--- config.mk ---
export PLATFORM = sky130hd
export DESIGN_NAME = round_robin_distributor
export DESIGN_NICKNAME = d
export VERILOG_FILES = /design/src/rtl/round_robin_distributor.sv
export SDC_FILE = /design/constraint.sdc
export NUM_CORES = 1
export LEC_CHECK = 0
export BUFFER_PORTS_ARGS = -buffer_cell sky130_fd_sc_hd__buf_2
export CELL_PAD_IN_SITES_DETAIL_PLACEMENT = 1
export CELL_PAD_IN_SITES_GLOBAL_PLACEMENT = 2
export CORE_MARGIN = 2
export CORE_UTILIZATION = 34
export CTS_BUF_LIST = sky130_fd_sc_hd__clkbuf_16
export CTS_CLUSTER_DIAMETER = 100
export CTS_CLUSTER_SIZE = 24
export DETAILED_ROUTE_END_ITERATION = 10
export PLACE_DENSITY_LB_ADDON = 0.1
export SYNTH_ARGS = -nofsm -noshare
export SYNTH_HDL_FRONTEND = slang
export SYNTH_SLANG_ARGS = --single-unit
--- constraint.sdc ---
create_clock -name clock -period 2.9 [get_ports clock]
set_input_delay 0.29 -clock clock [delete_from_list [all_inputs] [get_ports clock]]
set_output_delay 0.29 -clock clock [all_outputs]
set_load 0.05 [all_outputs]
--- src/rtl/round_robin_distributor.sv ---
// Round-robin distributor: a 2-entry FIFO whose entries are tagged with a rotating
// channel index at enqueue time; the head entry is offered only to its own channel.
module round_robin_distributor #(
  parameter int WIDTH = 8,
  parameter int SIZE  = 4,
  localparam int DEST_W = (SIZE > 2) ? $clog2(SIZE) : 1
) (
  input  logic              clock,
  input  logic              resetn,
  input  logic              upstream_valid,
  output logic              upstream_ready,
  input  logic [WIDTH-1:0]  upstream_data,
  output logic [SIZE-1:0]   downstream_valid,
  input  logic [SIZE-1:0]   downstream_ready,
  output logic [WIDTH-1:0]  downstream_data,
  output logic [DEST_W-1:0] destination
);

  logic [1:0]        count_q;
  logic [DEST_W-1:0] ptr_q;
  logic              rd_idx_q;
  logic              wr_idx_q;
  logic [WIDTH-1:0]  fifo_data [0:1];
  logic [DEST_W-1:0] fifo_dest [0:1];

  logic              push;
  logic              pop;
  logic              not_empty;
  logic [DEST_W-1:0] head_dest;

  assign not_empty       = (count_q != 2'd0);
  assign head_dest       = fifo_dest[rd_idx_q];
  assign upstream_ready  = (count_q != 2'd2);
  assign downstream_data = fifo_data[rd_idx_q];
  assign destination     = not_empty ? head_dest : '0;

  always_comb begin
    downstream_valid = '0;
    for (int i = 0; i < SIZE; i++) begin
      downstream_valid[i] = not_empty && (head_dest == DEST_W'(i));
    end
  end

  // Only the head's own channel can complete a pop; other ready bits are masked out.
  assign push = upstream_valid && upstream_ready;
  assign pop  = |(downstream_valid & downstream_ready);

  always_ff @(posedge clock) begin
    if (!resetn) begin
      count_q  <= 2'd0;
      ptr_q    <= '0;
      rd_idx_q <= 1'b0;
      wr_idx_q <= 1'b0;
    end else begin
      if (push) begin
        wr_idx_q <= ~wr_idx_q;
        ptr_q    <= (ptr_q == DEST_W'(SIZE - 1)) ? '0 : ptr_q + DEST_W'(1);
      end
      if (pop) begin
        rd_idx_q <= ~rd_idx_q;
      end
      case ({push, pop})
        2'b10:   count_q <= count_q + 2'd1;
        2'b01:   count_q <= count_q - 2'd1;
        default: count_q <= count_q;
      endcase
    end
  end

  // Entry storage is qualified by count_q, so it needs no reset.
  always_ff @(posedge clock) begin
    if (push) begin
      fifo_data[wr_idx_q] <= upstream_data;
      fifo_dest[wr_idx_q] <= ptr_q;
    end
  end

endmodule

==> summary.log, run 1 <==
[drt] overall via count from detail_route 695
[critical_path] Worst setup SP type register
[drt] detailed-router iteration count before antenna repair 2
[synthesis] Cell Area, Synth 1121 sq um
[cells_and_area] Antenna Diode Count 0
[drt] antenna-violating nets left 0
[critical_path] maximum net fanout on the critical path 7
[drt] drc violations 0
[power] worst ir drop on vdd 0.4194 mV
[outcome] result of the run finished clean
[grt] largest net degree at the start of global routing 17
[die] Die Span X 61.42 microns
[grt] gr usage total 11.69%
[place] cell area reported after detailed placement 1333 sq um
[die] Die H 61.42 microns
[clocking] CTS tree yes
[clocking] Num Clock Sinks 27
[sta] final hold violations 0
[synthesis] mux share of post-synthesis cell area 15.29%
[cells_and_area] final std cell area, no fill 1415 sq um
[synthesis] Synth warnings 0
[critical_path] critical path data arrival time 2.55 ns
[power] register share of total power 36.1%
[synthesis] compound-cell area share of the yosys netlist 4.018%
[cells_and_area] most used cells in the layout excluding fill and tap cells 29 x buf_2, 20 x edfxtp_1, 8 x nor2_1, 8 x mux2_2, 7 x dfxtp_1
[power] Switching Share 40.21%
[critical_path] required time of the critical path 3.08 ns
[synthesis] synth unique cells 24
[clocking] PostCTS Resize Cnt 0
[sta] worst relative slew slack 77.09%
[sta] unrepaired setup endpoints after global routing false
[critical_path] number of cells on the worst reg-to-reg path 6
[critical_path] WS Path Type register to register
[cells_and_area] final-layout fill cell count 359
[clocking] CTS buffer count 3
[cells_and_area] nets@finish 128
[place] Detail Placement HPWL 1454 microns
[die] effective utilization at floorplan 36.13%
[die] number of placement rows 20
[cells_and_area] share of post-route cells with drive strength above 1 44.55%
[drt] Routed wire per std cell 12.01 microns
[drt] drt first-iter violations 17
[flow_run] Max-Cap Viols 0
[clocking] clock insertion delay at the later pin of the skew report 0.26 ns
[grt] global-route wire length before repair 3125 microns
[synthesis] nets in the synthesized netlist 92
[clocking] H-tree levels 1
[sta] measured slew at the worst slew-check pin 0.3432 ns
[synthesis] EDFF count, synth 20
[power] reported net switching power 0.6126 mW
[critical_path] list of cells traversed by the critical path mux2_4 -> mux4_2 -> nor2b_4 -> ha_1 -> or3_1 -> a21boi_0
[die] Core Box Area 3103 sq um
[synthesis] largest family of logic cells by synthesized area multiplexers
[sta] sum of negative setup slack 0 ns
[critical_path] reg2reg end count_q[1]$_SDFFE_PN0P_
[die] Die ar. 3772 sq um
[place] gpl congestion 0.6267
[synthesis] adder-cell share of the synthesized area 2.232%
[clocking] clock-pin slew on the worst setup and hold paths 0.07 ns
[power] Logic pwr share 43.6%
[sta] Hold Worst Slack 0.2194 ns
[cells_and_area] most common library cell in the layout ignoring fill and taps buf_2
[drt] detail-routed via count per cell 4.513
[cells_and_area] signed area change from the synthesized netlist to the final layout 26.23%
[critical_path] timing endpoint of the critical path count_q[1]$_SDFFE_PN0P_
[drt] final wirelength 1849 microns
[clocking] maximum count of clock buffers along a single path 2
[sta] achievable clock frequency 0.4222 GHz
[synthesis] Post-Synth XOR/XNOR Area 1.563%
[clocking] hold_buf cts 0
[sta] Clock Skews 0.003228 ns
[die] IO Pins 30
[sta] crit share post-route 81.67%
[synthesis] Cells after Synth 75
[critical_path] CP max-delay cell dfxtp_1
[power] internal portion of total power 0.9110 mW
[synthesis] simple-gate share of the synthesized area 9.152%
[power] leakage 0.5654 nW
[synthesis] count of state elements after synthesis 27
[synthesis] Synth async-reset ratio 0%
[sta] final setup fails 0
[clocking] clock root cell clkbuf_16
[min_path] worst min-delay path category input port to register
[power] pwr/cell area 1077 nW/um^2
[power] clock network fraction of design power 20.3%
[synthesis] flip-flop cell with the highest count after synthesis edfxtp_1
[grt] via count of the first global-routing pass 750
[critical_path] endpoint type of the worst setup path register
[critical_path] Critical Path Max Stage Delay 0.52 ns
[clocking] number of buffers added for setup after CTS 0
[sta] count of final max-slew check failures 0
[sta] fin crit period 2.368 ns
[synthesis] syn_area_per_cell 14.95 sq um
[grt] antenna violations before repair 0
[grt] sum of overflow across all layers after global routing 0
[synthesis] share of synthesized area occupied by flip-flops and latches 66.07%
[place] # port buffers 29
[critical_path] internal reg-to-reg setup slack 0.53 ns
[cells in the mapped netlist, types with 2 or more instances]
| library cell | n | area share (%) |
|---|---|---|
| a21boi_0 | 3 | 2.0 |
| dfxtp_1 | 7 | 12 |
| edfxtp_1 | 20 | 54 |
| ha_1 | 2 | 2.2 |
| inv_1 | 2 | 0.67 |
| mux2_2 | 8 | 8.0 |
| mux2i_1 | 3 | 2.7 |
| nand2_1 | 4 | 1.3 |
| nor2_1 | 8 | 2.7 |
| o21ai_0 | 2 | 0.89 |
| or3_1 | 2 | 1.1 |
| xnor2_1 | 2 | 1.6 |
[sequential cells by signal, summed over array words and instances, names as in the netlist, named ones only]
register and flops:
count_q 2, rd_idx_q 1, ptr_q 2, fifo_data 16, fifo_dest 4, wr_idx_q 1
[worst max-delay path: cells and delay by family, from the launching register on]
| family | cells | cell delay [ns] |
|---|---|---|
| AO/OA/AOI/OAI | 1 | 0.17 |
| adder cells (fa/ha/maj) | 1 | 0.32 |
| flip-flops | 1 | 0.52 |
| multiplexers | 2 | 0.77 |
| AND/OR/NAND/NOR | 2 | 0.51 |
[final cells by class]
class | count | area, sq um | share of cell area [%]
tap | 44 | 55.05 | 3.890
sequential | 27 | 740.7 | 52.34
inverter | 2 | 7.507 | 0.5305
multi-input combinational | 45 | 361.6 | 25.55
timing repair buffer | 32 | 167.7 | 11.85
clock buffer | 3 | 75.07 | 5.305
clock inverter | 1 | 7.507 | 0.5305
[power groups by stage]
stage / clock network [mW] / registers [mW] / logic (mW)
2_1_floorplan: 0 / 0.537 / 0.558
3_5_place_dp: 0 / 0.562 / 0.676
5_1_grt: 0.335 / 0.565 / 0.720
3_3_place_gp: 0 / 0.560 / 0.668
4_1_cts: 0.322 / 0.554 / 0.678
6_report: 0.309 / 0.550 / 0.665
[metal layers]
layer / global-route usage (%) / part of all wire [%] / vias up
li1: - / - / 344
met1: 14.40 / 44 / 331
met3: 3.151 / 4.4 / 2
met4: 4.559 / 0.43 / 0
met5: 0 / 0 / -
met2: 19.60 / 51 / 18
[cells by family (layout without fill, tap and decap cells)]
group / count (synthesis) / count (layout)
adders and majority gates: 2 / 2
DFF: 27 / 27
AOI/OAI and AO/OA: 7 / 7
xor gates and xnor gates: 2 / 2
muxes: 14 / 14
buffers and inverters: 3 / 38
and+or+nand+nor: 20 / 20
[worst min-delay path by stage]
stage | cells after the start | slack (ns) | from | to
finish | 1 | 0.22 | upstream_data[2] | fifo_data[1][2]$_DFFE_PP_
global route | 1 | 0.21 | upstream_data[3] | fifo_data[0][3]$_DFFE_PP_
CTS | 1 | 0.21 | upstream_data[3] | fifo_data[1][3]$_DFFE_PP_
detailed placement | 2 | 0.48 | rd_idx_q$_SDFFE_PN0P_ | rd_idx_q$_SDFFE_PN0P_
global placement | 2 | 0.46 | rd_idx_q$_SDFFE_PN0P_ | rd_idx_q$_SDFFE_PN0P_
floorplan | 0 | 0.39 | upstream_data[0] | fifo_data[0][0]$_DFFE_PP_
[per-stage QoR]
stage                     cells  total power [mW]  utilization [%]  setup WS (ns)
final                       154             1.524            45.60         0.5317
after global routing        154             1.620            45.60         0.3308
after CTS                   154             1.553            45.60         0.4841
after detailed placement    150             1.238            42.94         0.5102
after global placement      150             1.228            42.94         0.5744
after floorplan              75             1.095                -         0.8299
No activity file was read; power rests on OpenSTA's default activity.
==> run 2: changes to the inputs <==
==> constraint.sdc (replaced) <==
create_clock -name clock -period 2.4 [get_ports clock]
set_input_delay 0.24 -clock clock [delete_from_list [all_inputs] [get_ports clock]]
set_output_delay 0.24 -clock clock [all_outputs]
set_load 0.05 [all_outputs]
==> run 2 against run 1 <==
Effect of this change:
- critical path depth did not move
- hold slack got worse by 0.052 ns
- via count rose by 0.43%
- power rose by 22%
- worst setup slack got worse by 0.36 ns
- clock-buffer cell count did not move
- sequential cell count did not move
- first-iteration DRC count fell by 5.9%
- utilization rose by 0.48 points
==> summary.log, run 2 (same netlist as run 1, synthesis figures left out) <==
[power] pwr/cell area 1304 nW/um^2
[cells_and_area] number of flip-flops in the largest register 16
[power] worst ir drop on vdd 0.5672 mV
[place] gpl congestion 0.6406
[sta] unrepaired setup endpoints after global routing false
[cells_and_area] Antenna Diode Count 0
[sta] final hold violations 0
[drt] drt first-iter violations 16
[die] Die ar. 3772 sq um
[critical_path] endpoint type of the worst setup path register
[place] cell area reported after detailed placement 1348 sq um
[critical_path] Worst setup SP type register
[cells_and_area] largest registers fifo_data: 16 flops, fifo_dest: 4 flops
[cells_and_area] nets@finish 130
[sta] fin crit period 2.227 ns
[cells_and_area] most flop-heavy register fifo_data
[critical_path] number of cells on the worst reg-to-reg path 6
[sta] measured slew at the worst slew-check pin 0.2659 ns
[drt] overall via count from detail_route 698
[clocking] clock root cell clkbuf_16
[grt] via count of the first global-routing pass 702
[critical_path] critical path data arrival time 2.41 ns
[clocking] hold_buf cts 0
[sta] Clock Skews 0.002719 ns
[cells_and_area] signed area change from the synthesized netlist to the final layout 27.57%
[power] clock network fraction of design power 20.0%
[clocking] H-tree levels 1
[grt] largest net degree at the start of global routing 17
[critical_path] list of cells traversed by the critical path mux2_4 -> mux4_2 -> nor2b_4 -> ha_1 -> or3_1 -> a21boi_0
[power] leakage 0.5760 nW
[drt] final wirelength 2008 microns
[sta] final setup fails 0
[clocking] number of buffers added for setup after CTS 0
[clocking] clock insertion delay at the later pin of the skew report 0.26 ns
[drt] detail-routed via count per cell 4.474
[sta] crit share post-route 92.77%
[critical_path] buffering stage count on the worst path with inverters included 0
[sta] count of final max-slew check failures 0
[power] Logic pwr share 44.6%
[power] Switching Share 40.29%
[critical_path] CP max-delay cell dfxtp_1
[outcome] result of the run finished clean
[clocking] CTS tree yes
[flow_run] Max-Cap Viols 0
[drt] detailed-router iteration count before antenna repair 3
[min_path] worst min-delay path category input port to register
[critical_path] internal reg-to-reg setup slack 0.17 ns
[critical_path] required time of the critical path 2.58 ns
[sta] worst relative slew slack 81.77%
[place] # port buffers 29
[power] register share of total power 35.4%
[die] Core Box Area 3103 sq um
[grt] sum of overflow across all layers after global routing 0
[power] internal portion of total power 1.113 mW
[sta] achievable clock frequency 0.4491 GHz
[drt] Routed wire per std cell 12.87 microns
[die] effective utilization at floorplan 36.13%
[critical_path] maximum net fanout on the critical path 4
[grt] antenna violations before repair 0
[clocking] Num Clock Sinks 27
[critical_path] timing endpoint of the critical path count_q[1]$_SDFFE_PN0P_
[clocking] PostCTS Resize Cnt 0
[drt] antenna-violating nets left 0
[critical_path] Critical Path Max Stage Delay 0.42 ns
[critical_path] Top delay family on crit path multiplexers
[die] Die Span X 61.42 microns
[critical_path] reg2reg end count_q[1]$_SDFFE_PN0P_
[drt] drc violations 0
[critical_path] stages on the worst setup path 6
[cells_and_area] most common library cell in the layout ignoring fill and taps buf_2
[cells_and_area] final std cell area, no fill 1430 sq um
[cells_and_area] most used cells in the layout excluding fill and tap cells 29 x buf_2, 20 x edfxtp_1, 8 x nor2_1, 8 x mux2_2, 7 x dfxtp_1
[clocking] CTS buffer count 3
[power] reported net switching power 0.7513 mW
[cells_and_area] share of post-route cells with drive strength above 1 45.54%
[clocking] maximum count of clock buffers along a single path 2
[sta] sum of negative setup slack 0 ns
[clocking] clock-pin slew on the worst setup and hold paths 0.06 ns
[die] Die H 61.42 microns
[place] Detail Placement HPWL 1550 microns
[grt] gr usage total 12.39%
[die] number of placement rows 20
[die] IO Pins 30
[critical_path] WS Path Type register to register
[grt] global-route wire length before repair 3201 microns
## run 2: power by group through the flow
stage / combinational [mW] / sequential [mW] / clock, mW
2_1_floorplan: 0.675 / 0.649 / 0
3_3_place_gp: 0.835 / 0.664 / 0
3_5_place_dp: 0.841 / 0.671 / 0
4_1_cts: 0.845 / 0.661 / 0.384
5_1_grt: 0.896 / 0.672 / 0.401
6_report: 0.831 / 0.660 / 0.373
## run 2: final cells by class
cell class / count / area (sq um)
fill: 359 / 1673
sequential: 27 / 740.7
multi-input combinational: 45 / 361.6
timing repair buffer: 34 / 182.7
clock buffer: 3 / 75.07
tap: 44 / 55.05
clock inverter: 1 / 7.507
inverter: 2 / 7.507
## run 2: how the worst min path moves through the flow
stage / startpoint / to / slack [ns] / cells after the start
global route: upstream_data[2] / fifo_data[0][2]$_DFFE_PP_ / 0.16 / 1
detailed placement: upstream_data[3] / fifo_data[0][3]$_DFFE_PP_ / 0.43 / 1
global placement: upstream_data[2] / fifo_data[1][2]$_DFFE_PP_ / 0.43 / 1
floorplan: upstream_data[0] / fifo_data[0][0]$_DFFE_PP_ / 0.34 / 0
CTS: upstream_data[3] / fifo_data[0][3]$_DFFE_PP_ / 0.16 / 1
finish: upstream_data[3] / fifo_data[0][3]$_DFFE_PP_ / 0.17 / 1
## run 2: routing by layer
metal  global-route usage (%)  vias to the layer above  wire length (microns)
li1                         -                      345                      -
met1                    13.32                      333                    822
met2                    22.19                       18                   1065
met3                    3.992                        2                     97
met4                    5.471                        0                     23
met5                        0                        -                      0
## run 2: per-stage QoR
| stage | instances | setup slack, ns | power (mW) | utilization (%) | hold WS (ns) |
|---|---|---|---|---|---|
| 6_report | 156 | 0.1735 | 1.864 | 46.09 | 0.1670 |
| 5_1_grt | 156 | 0.04841 | 1.969 | 46.09 | 0.1611 |
| 4_1_cts | 156 | 0.1544 | 1.890 | 46.09 | 0.1637 |
| 3_5_place_dp | 152 | 0.1726 | 1.513 | 43.43 | 0.4319 |
| 3_3_place_gp | 152 | 0.2302 | 1.498 | 43.43 | 0.4283 |
| 2_1_floorplan | 75 | 0.3299 | 1.323 | - | 0.3389 |
